**src/rtl/layer_seq_pkg.sv**
```systemverilog
// rtl/layer_seq_pkg.sv - shared types, defaults and helpers for the layer sequencer
// Contents:
//   state_t          sequencer states IDLE / RUN / HOLD
//   DEF_*            default layer geometry
//   CAPTURE_CNT      counter value of the capture cycle at default geometry
//   capture_cnt()    capture counter value for any geometry
//   sat_hi/sat_lo()  signed saturation bounds for an OUT_BITS+1 bit result
package layer_seq_pkg;

    typedef enum logic [1:0] {
        IDLE = 2'd0,
        RUN  = 2'd1,
        HOLD = 2'd2
    } state_t;

    localparam int DEF_NUM_NEURONS = 4;
    localparam int DEF_NEURON_BITS = 15;
    localparam int DEF_COUNTER_END = 3;
    localparam int DEF_PIPE_LAT    = 3;
    localparam int DEF_FRAC_SHIFT  = 4;
    localparam int DEF_OUT_BITS    = 15;

    localparam int CAPTURE_CNT = DEF_COUNTER_END + DEF_PIPE_LAT;

    // Last input element index plus the neuron pipeline depth: the cycle in
    // which every neuron output reflects the complete dot product.
    function automatic int capture_cnt(input int counter_end, input int pipe_lat);
        return counter_end + pipe_lat;
    endfunction

    function automatic longint sat_hi(input int out_bits);
        return (longint'(1) <<< out_bits) - longint'(1);
    endfunction

    function automatic longint sat_lo(input int out_bits);
        return -(longint'(1) <<< out_bits);
    endfunction

endpackage

```
**src/rtl/layer_sequencer_requant_sat.sv**
```systemverilog
// rtl/layer_sequencer_requant_sat.sv - combinational arithmetic shift plus saturation of one neuron output
// Ports:
//   din   in   NEURON_BITS+9 bit signed neuron output
//   dout  out  OUT_BITS+1 bit signed requantized value
module requant_sat
    import layer_seq_pkg::*;
#(
    parameter int NEURON_BITS = DEF_NEURON_BITS,
    parameter int FRAC_SHIFT  = DEF_FRAC_SHIFT,
    parameter int OUT_BITS    = DEF_OUT_BITS
) (
    input  logic signed [NEURON_BITS+8:0] din,
    output logic signed [OUT_BITS:0]      dout
);

    localparam int NW = NEURON_BITS + 9;
    localparam logic signed [NW-1:0] HI = NW'(sat_hi(OUT_BITS));
    localparam logic signed [NW-1:0] LO = NW'(sat_lo(OUT_BITS));

    logic signed [NW-1:0] shifted;

    // >>> on a signed operand floors toward negative infinity.
    assign shifted = din >>> FRAC_SHIFT;

    always_comb begin
        dout = shifted[OUT_BITS:0];
        if (shifted > HI) begin
            dout = HI[OUT_BITS:0];
        end else if (shifted < LO) begin
            dout = LO[OUT_BITS:0];
        end
    end

endmodule

```
**src/rtl/layer_sequencer.sv**
```systemverilog
// rtl/layer_sequencer.sv - sweeps a shared neuron counter, captures and requantizes one layer's outputs
// Ports:
//   clk         in   clock, rising edge
//   rstn        in   asynchronous reset, active-high
//   start       in   run one layer pass, sampled only in IDLE
//   busy        out  high in RUN and HOLD
//   counter     out  element/phase index broadcast to all neurons
//   neuron_out  in   per-neuron activated outputs
//   layer_out   out  registered requantized results
//   out_valid   out  layer_out valid
//   out_ready   in   downstream accepts layer_out
//   done        out  one-cycle pulse after the output handshake
module layer_sequencer
    import layer_seq_pkg::*;
#(
    parameter int NUM_NEURONS = DEF_NUM_NEURONS,
    parameter int NEURON_BITS = DEF_NEURON_BITS,
    parameter int COUNTER_END = DEF_COUNTER_END,
    parameter int PIPE_LAT    = DEF_PIPE_LAT,
    parameter int FRAC_SHIFT  = DEF_FRAC_SHIFT,
    parameter int OUT_BITS    = DEF_OUT_BITS
) (
    input  logic                          clk,
    input  logic                          rstn,
    input  logic                          start,
    output logic                          busy,
    output logic [31:0]                   counter,
    input  logic signed [NEURON_BITS+8:0] neuron_out [0:NUM_NEURONS-1],
    output logic signed [OUT_BITS:0]      layer_out  [0:NUM_NEURONS-1],
    output logic                          out_valid,
    input  logic                          out_ready,
    output logic                          done
);

    localparam logic [31:0] CAP_CNT = 32'(capture_cnt(COUNTER_END, PIPE_LAT));

    state_t state;

    logic signed [OUT_BITS:0] requant [0:NUM_NEURONS-1];

    for (genvar g = 0; g < NUM_NEURONS; g++) begin : g_requant
        requant_sat #(
            .NEURON_BITS (NEURON_BITS),
            .FRAC_SHIFT  (FRAC_SHIFT),
            .OUT_BITS    (OUT_BITS)
        ) u_requant_sat (
            .din  (neuron_out[g]),
            .dout (requant[g])
        );
    end

    always_ff @(posedge clk or posedge rstn) begin
        if (rstn) begin
            state     <= IDLE;
            counter   <= '0;
            busy      <= 1'b0;
            out_valid <= 1'b0;
            done      <= 1'b0;
            for (int i = 0; i < NUM_NEURONS; i++) begin
                layer_out[i] <= '0;
            end
        end else begin
            done <= 1'b0;
            case (state)
                IDLE: begin
                    counter <= '0;
                    if (start) begin
                        state <= RUN;
                        busy  <= 1'b1;
                    end
                end
                RUN: begin
                    if (counter == CAP_CNT) begin
                        for (int i = 0; i < NUM_NEURONS; i++) begin
                            layer_out[i] <= requant[i];
                        end
                        counter   <= '0;
                        out_valid <= 1'b1;
                        state     <= HOLD;
                    end else begin
                        counter <= counter + 32'd1;
                    end
                end
                HOLD: begin
                    if (out_ready) begin
                        out_valid <= 1'b0;
                        busy      <= 1'b0;
                        done      <= 1'b1;
                        state     <= IDLE;
                    end
                end
                default: begin
                    state     <= IDLE;
                    counter   <= '0;
                    busy      <= 1'b0;
                    out_valid <= 1'b0;
                end
            endcase
        end
    end

endmodule

```
**config.mk**
```make
export PLATFORM = sky130hd
export DESIGN_NAME = layer_sequencer
export DESIGN_NICKNAME = d
export VERILOG_FILES = /design/src/rtl/layer_seq_pkg.sv /design/src/rtl/layer_sequencer_requant_sat.sv /design/src/rtl/layer_sequencer.sv
export SDC_FILE = /design/constraint.sdc
export NUM_CORES = 1
export LEC_CHECK = 0
export ABC_CLOCK_PERIOD_IN_PS = 3600
export BUFFER_PORTS_ARGS = -buffer_cell sky130_fd_sc_hd__buf_2
export CORE_ASPECT_RATIO = 1.5
export CORE_MARGIN = 2
export CORE_UTILIZATION = 30
export CTS_CLUSTER_SIZE = 28
export DETAILED_ROUTE_END_ITERATION = 10
export PLACE_DENSITY = 0.61
export REMOVE_ABC_BUFFERS = 1
export SYNTH_ARGS = -nofsm -noshare
export SYNTH_HDL_FRONTEND = slang
export SYNTH_SLANG_ARGS = --single-unit
```
**constraint.sdc**
```tcl
create_clock -name clk -period 3.6 [get_ports clk]
set_clock_uncertainty 0.15 [all_clocks]
set_input_delay 0.72 -clock clk [delete_from_list [all_inputs] [get_ports clk]]
set_output_delay 0.72 -clock clk [all_outputs]
set_load 0.005 [all_outputs]
```
==> summary.log <==
qor: run_status.status finished, final reports clean
qor: floorplan.die_span_x 107 um
qor: drt.post-route-drc-count 0
qor: drt.vias_post_dr 4357
qor: floorplan.floorplan.core_area 15600 sq um
qor: clock_tree.max_root_sink_buffers 2
qor: drt.routed_via_density 4.87
qor: synthesis.main_area_contributors_after_synthesis sky130_fd_sc_hd__dfrtp_1 (53%), sky130_fd_sc_hd__o21ai_0 (9.1%), sky130_fd_sc_hd__nand2_1 (7.0%)
qor: timing.post-route-worst-setup-slack 0.958 ns
qor: drt.detail_routed_net_length_per_standard_cell 14.3 um
qor: floorplan.die-area 17100 sq um
qor: global_routing.first_global_vias 4220
qor: synthesis.yosys_most_used_dff sky130_fd_sc_hd__dfrtp_1
qor: critical_path.end_kind register
qor: drt.postRouteAntennaNets 0
qor: timing.slew_headroom 40.8%
qor: flow_run.maxCapViolations 0
qor: clock_tree.cts.repair.resized 0
qor: timing.slew_at_the_pin_closest_to_its_max_slew_limit 0.885 ns
qor: global_routing.grt_start_max_net_pins 48
qor: synthesis.synth_cells 518
qor: floorplan.initial_utilization 30.7%
qor: timing.fin_hold_viols 0
qor: worst_hold_path.tightest_hold_check_type input pin to asynchronous set/reset pin
qor: synthesis.post_synth_edffs 0
qor: timing.finalWorstPathRequiredPeriod 2.64 ns
qor: clock_tree.clock_latency 0.34 ns
qor: layout.area_overhead_of_the_layout_relative_to_synthesis 28.9%
qor: power_and_ir_drop.swShare 34.7%
qor: critical_path.timing.critical_path.to layer_out[31]
qor: layout.final_core_utilization 39.6%
qor: layout.layout-drive-gt1-share 32.4%
qor: clock_tree.cts_tree done
qor: power_and_ir_drop.power.density_cell_area 663 nW/um^2
qor: power_and_ir_drop.vdd_drop_max 0.242 mV
qor: placed_design.preCtsSetupSlack 0.917 ns
qor: power_and_ir_drop.internal_power 2.68 mW
qor: critical_path.crit_path_max_fanout 28
qor: critical_path.timing.reg2reg.worst_path_depth 7
qor: clock_tree.holdBufCountCts 0
qor: clock_tree.cts_root_buf sky130_fd_sc_hd__clkbuf_16
qor: synthesis.synth.lib_cells_used.distinct 49
qor: synthesis.post-synth-top-area-cell sky130_fd_sc_hd__dfrtp_1
qor: power_and_ir_drop.p_comb_share 32.0%
qor: timing.rsz0062_at_grt false
qor: clock_tree.cts_made_buffers 9
qor: global_routing.groute.usage.overall 15.3%
qor: synthesis.cell_with_the_most_instances_after_synthesis sky130_fd_sc_hd__dfrtp_1
qor: synthesis.ff_latch_count_synth 101
qor: global_routing.grt_first_pass_wirelength 21100 um
qor: timing.final.setup.tns 0 ns
qor: drt.detailedRoute.firstIterationViolations 156
qor: critical_path.timing.reg2reg.setup_slack 0.96 ns
qor: global_routing.gr-total-overflow 0
qor: floorplan.core.rowCount 56
qor: synthesis.synth_top_cells_by_count sky130_fd_sc_hd__dfrtp_1 (101), sky130_fd_sc_hd__nand2_1 (89), sky130_fd_sc_hd__o21ai_0 (87)
qor: critical_path.cp_data_required_time 3.68 ns
qor: synthesis.mean_post_synth_cell_area 9.27 sq um
qor: clock_tree.tritoncts_num_sinks 101
qor: synthesis.postSynth.asyncResetShare 100%
qor: placed_design.globalplace.congestion 0.798
qor: global_routing.initial_antenna_violation_count 0
qor: clock_tree.h-tree-depth 3
qor: power_and_ir_drop.p_leak 2.96 nW
qor: synthesis.sequential_to_total_area_share_from_yosys_stat 52.6%
qor: placed_design.hpwl 9470 um
qor: drt.wl_final 12800 um
qor: layout.nNetsFinal 789
qor: synthesis.post_synthesis_cell_area 4800 sq um
qor: critical_path.crit_reg_reg_endpoint layer_out[31]
qor: power_and_ir_drop.p_seq_share 43.2%
qor: placed_design.port_buffers 182
qor: synthesis.synth-warning-count 0
qor: timing.number_of_max_slew_violations_in_the_final_report 0
qor: timing.hold-worst-slack 0.297 ns
qor: synthesis.synth_top_area_share 52.6%
qor: critical_path.critical_setup_path_class register to register
qor: critical_path.timing.critical_path.from_type register
qor: critical_path.worst_r2r_startpoint counter[0]
qor: timing.post-route-period-util 73.4%
qor: layout.antenna-diode-count 0
qor: critical_path.timing.critical_path.arrival 2.72 ns
qor: power_and_ir_drop.total_switching_power 1.43 mW
qor: floorplan.fp.dieH 159 um
qor: clock_tree.postCtsSetupRepairBufs 0
qor: drt.first_pass_iters 4
qor: clock_tree.clock_pin_slew_of_the_registers_on_the_worst_case_setup_and_hold_paths 0.08 ns
qor: timing.peak_clock_frequency_supported_by_timing 379 MHz
qor: timing.timing.final.setup_violations 0
qor: critical_path.worst_setup_path_startpoint counter[0]
qor: floorplan.pin_count 199
qor: power_and_ir_drop.clkPwrFrac 24.7%
## worst max-delay path: stages (launching register included)
cell and delay (ns):
sky130_fd_sc_hd__dfrtp_1 0.46, sky130_fd_sc_hd__inv_1 0.09, sky130_fd_sc_hd__ha_1 0.13, sky130_fd_sc_hd__nor4b_1 0.33, sky130_fd_sc_hd__and4_2 0.41, sky130_fd_sc_hd__nand3_4 0.29
sky130_fd_sc_hd__buf_4 0.32, sky130_fd_sc_hd__mux2_1 0.32
## flip-flops by register name (all words and copies together), names as in the netlist
register	count
done	1
counter	32
out_valid	1
state	2
busy	1
layer_out	64
## cell type report
| cell class | instances | area, sq um |
|---|---|---|
| clock buffers | 9 | 225 |
| flip-flops and latches | 101 | 2530 |
| inverters | 6 | 25.0 |
| multi-input cells | 378 | 2090 |
| repair buffers | 191 | 991 |
| well taps | 203 | 254 |
| fillers | 1628 | 9430 |
| clock inverters | 7 | 81.3 |
## per-stage QoR
stage,power [mW],cells,area (sq um)
floorplan,2.46,485,4640
global placement,3.12,879,5890
detailed placement,3.15,879,5890
CTS,4.18,895,6190
global route,4.42,895,6190
finish,4.10,895,6190
## cells in the final DEF (no fill, tap or decap), types with 3 or more instances in the layout
| cell type | count |
|---|---|
| sky130_fd_sc_hd__and4_1 | 4 |
| sky130_fd_sc_hd__buf_2 | 182 |
| sky130_fd_sc_hd__a21oi_1 | 16 |
| sky130_fd_sc_hd__nor3_1 | 7 |
| sky130_fd_sc_hd__dfrtp_1 | 101 |
| sky130_fd_sc_hd__clkbuf_16 | 9 |
| sky130_fd_sc_hd__o21ai_1 | 50 |
| sky130_fd_sc_hd__nand3_1 | 17 |
| sky130_fd_sc_hd__nor2_1 | 11 |
| sky130_fd_sc_hd__nand3_4 | 3 |
| sky130_fd_sc_hd__nand2b_1 | 6 |
| sky130_fd_sc_hd__mux2_1 | 4 |
| sky130_fd_sc_hd__nor4_1 | 11 |
| sky130_fd_sc_hd__inv_1 | 5 |
| sky130_fd_sc_hd__o21ai_0 | 87 |
| sky130_fd_sc_hd__nand4_1 | 15 |
| sky130_fd_sc_hd__buf_4 | 8 |
| sky130_fd_sc_hd__nand2_1 | 89 |
| sky130_fd_sc_hd__mux2i_1 | 6 |
| sky130_fd_sc_hd__xor2_1 | 8 |
| sky130_fd_sc_hd__a31oi_1 | 13 |
## routing by layer
metal	vias to the layer above	part of all wire, %	GRT usage (%)
li1	2179	-	-
met5	-	0	0
met3	22	4.8	2.78
met1	2017	42	18.4
met4	0	2.8	6.26
met2	139	50	26.4
## cells by family after synthesis
family	synth area share, %
multiplexers	2.19
AND/OR/NAND/NOR	20.0
XOR/XNOR	1.82
flip-flops	52.6
buffers and inverters	3.88
adder cells (fa/ha/maj)	0.521
AO/OA/AOI/OAI	19.0
## how the worst min path moves through the flow
| stage | startpoint | endpoint | slack, ns | cells past startpoint |
|---|---|---|---|---|
| 3_3_place_gp | layer_out[29] | layer_out[29] | 0.31 | 2 |
| 4_1_cts | rstn | layer_out[14] | 0.31 | 2 |
| 5_1_grt | rstn | layer_out[24] | 0.33 | 2 |
| 3_5_place_dp | layer_out[29] | layer_out[29] | 0.32 | 2 |
| 6_report | rstn | layer_out[24] | 0.30 | 2 |
| 2_1_floorplan | layer_out[22] | layer_out[22] | 0.32 | 2 |
## power by group through the flow
stage / registers, mW / logic, mW / clock network, mW
2_1_floorplan: 1.82 / 0.640 / 0
3_3_place_gp: 1.80 / 1.32 / 0
3_5_place_dp: 1.79 / 1.35 / 0
4_1_cts: 1.78 / 1.35 / 1.05
5_1_grt: 1.83 / 1.49 / 1.09
6_report: 1.77 / 1.32 / 1.01
Note: power is estimated with default switching activity, not from simulation.
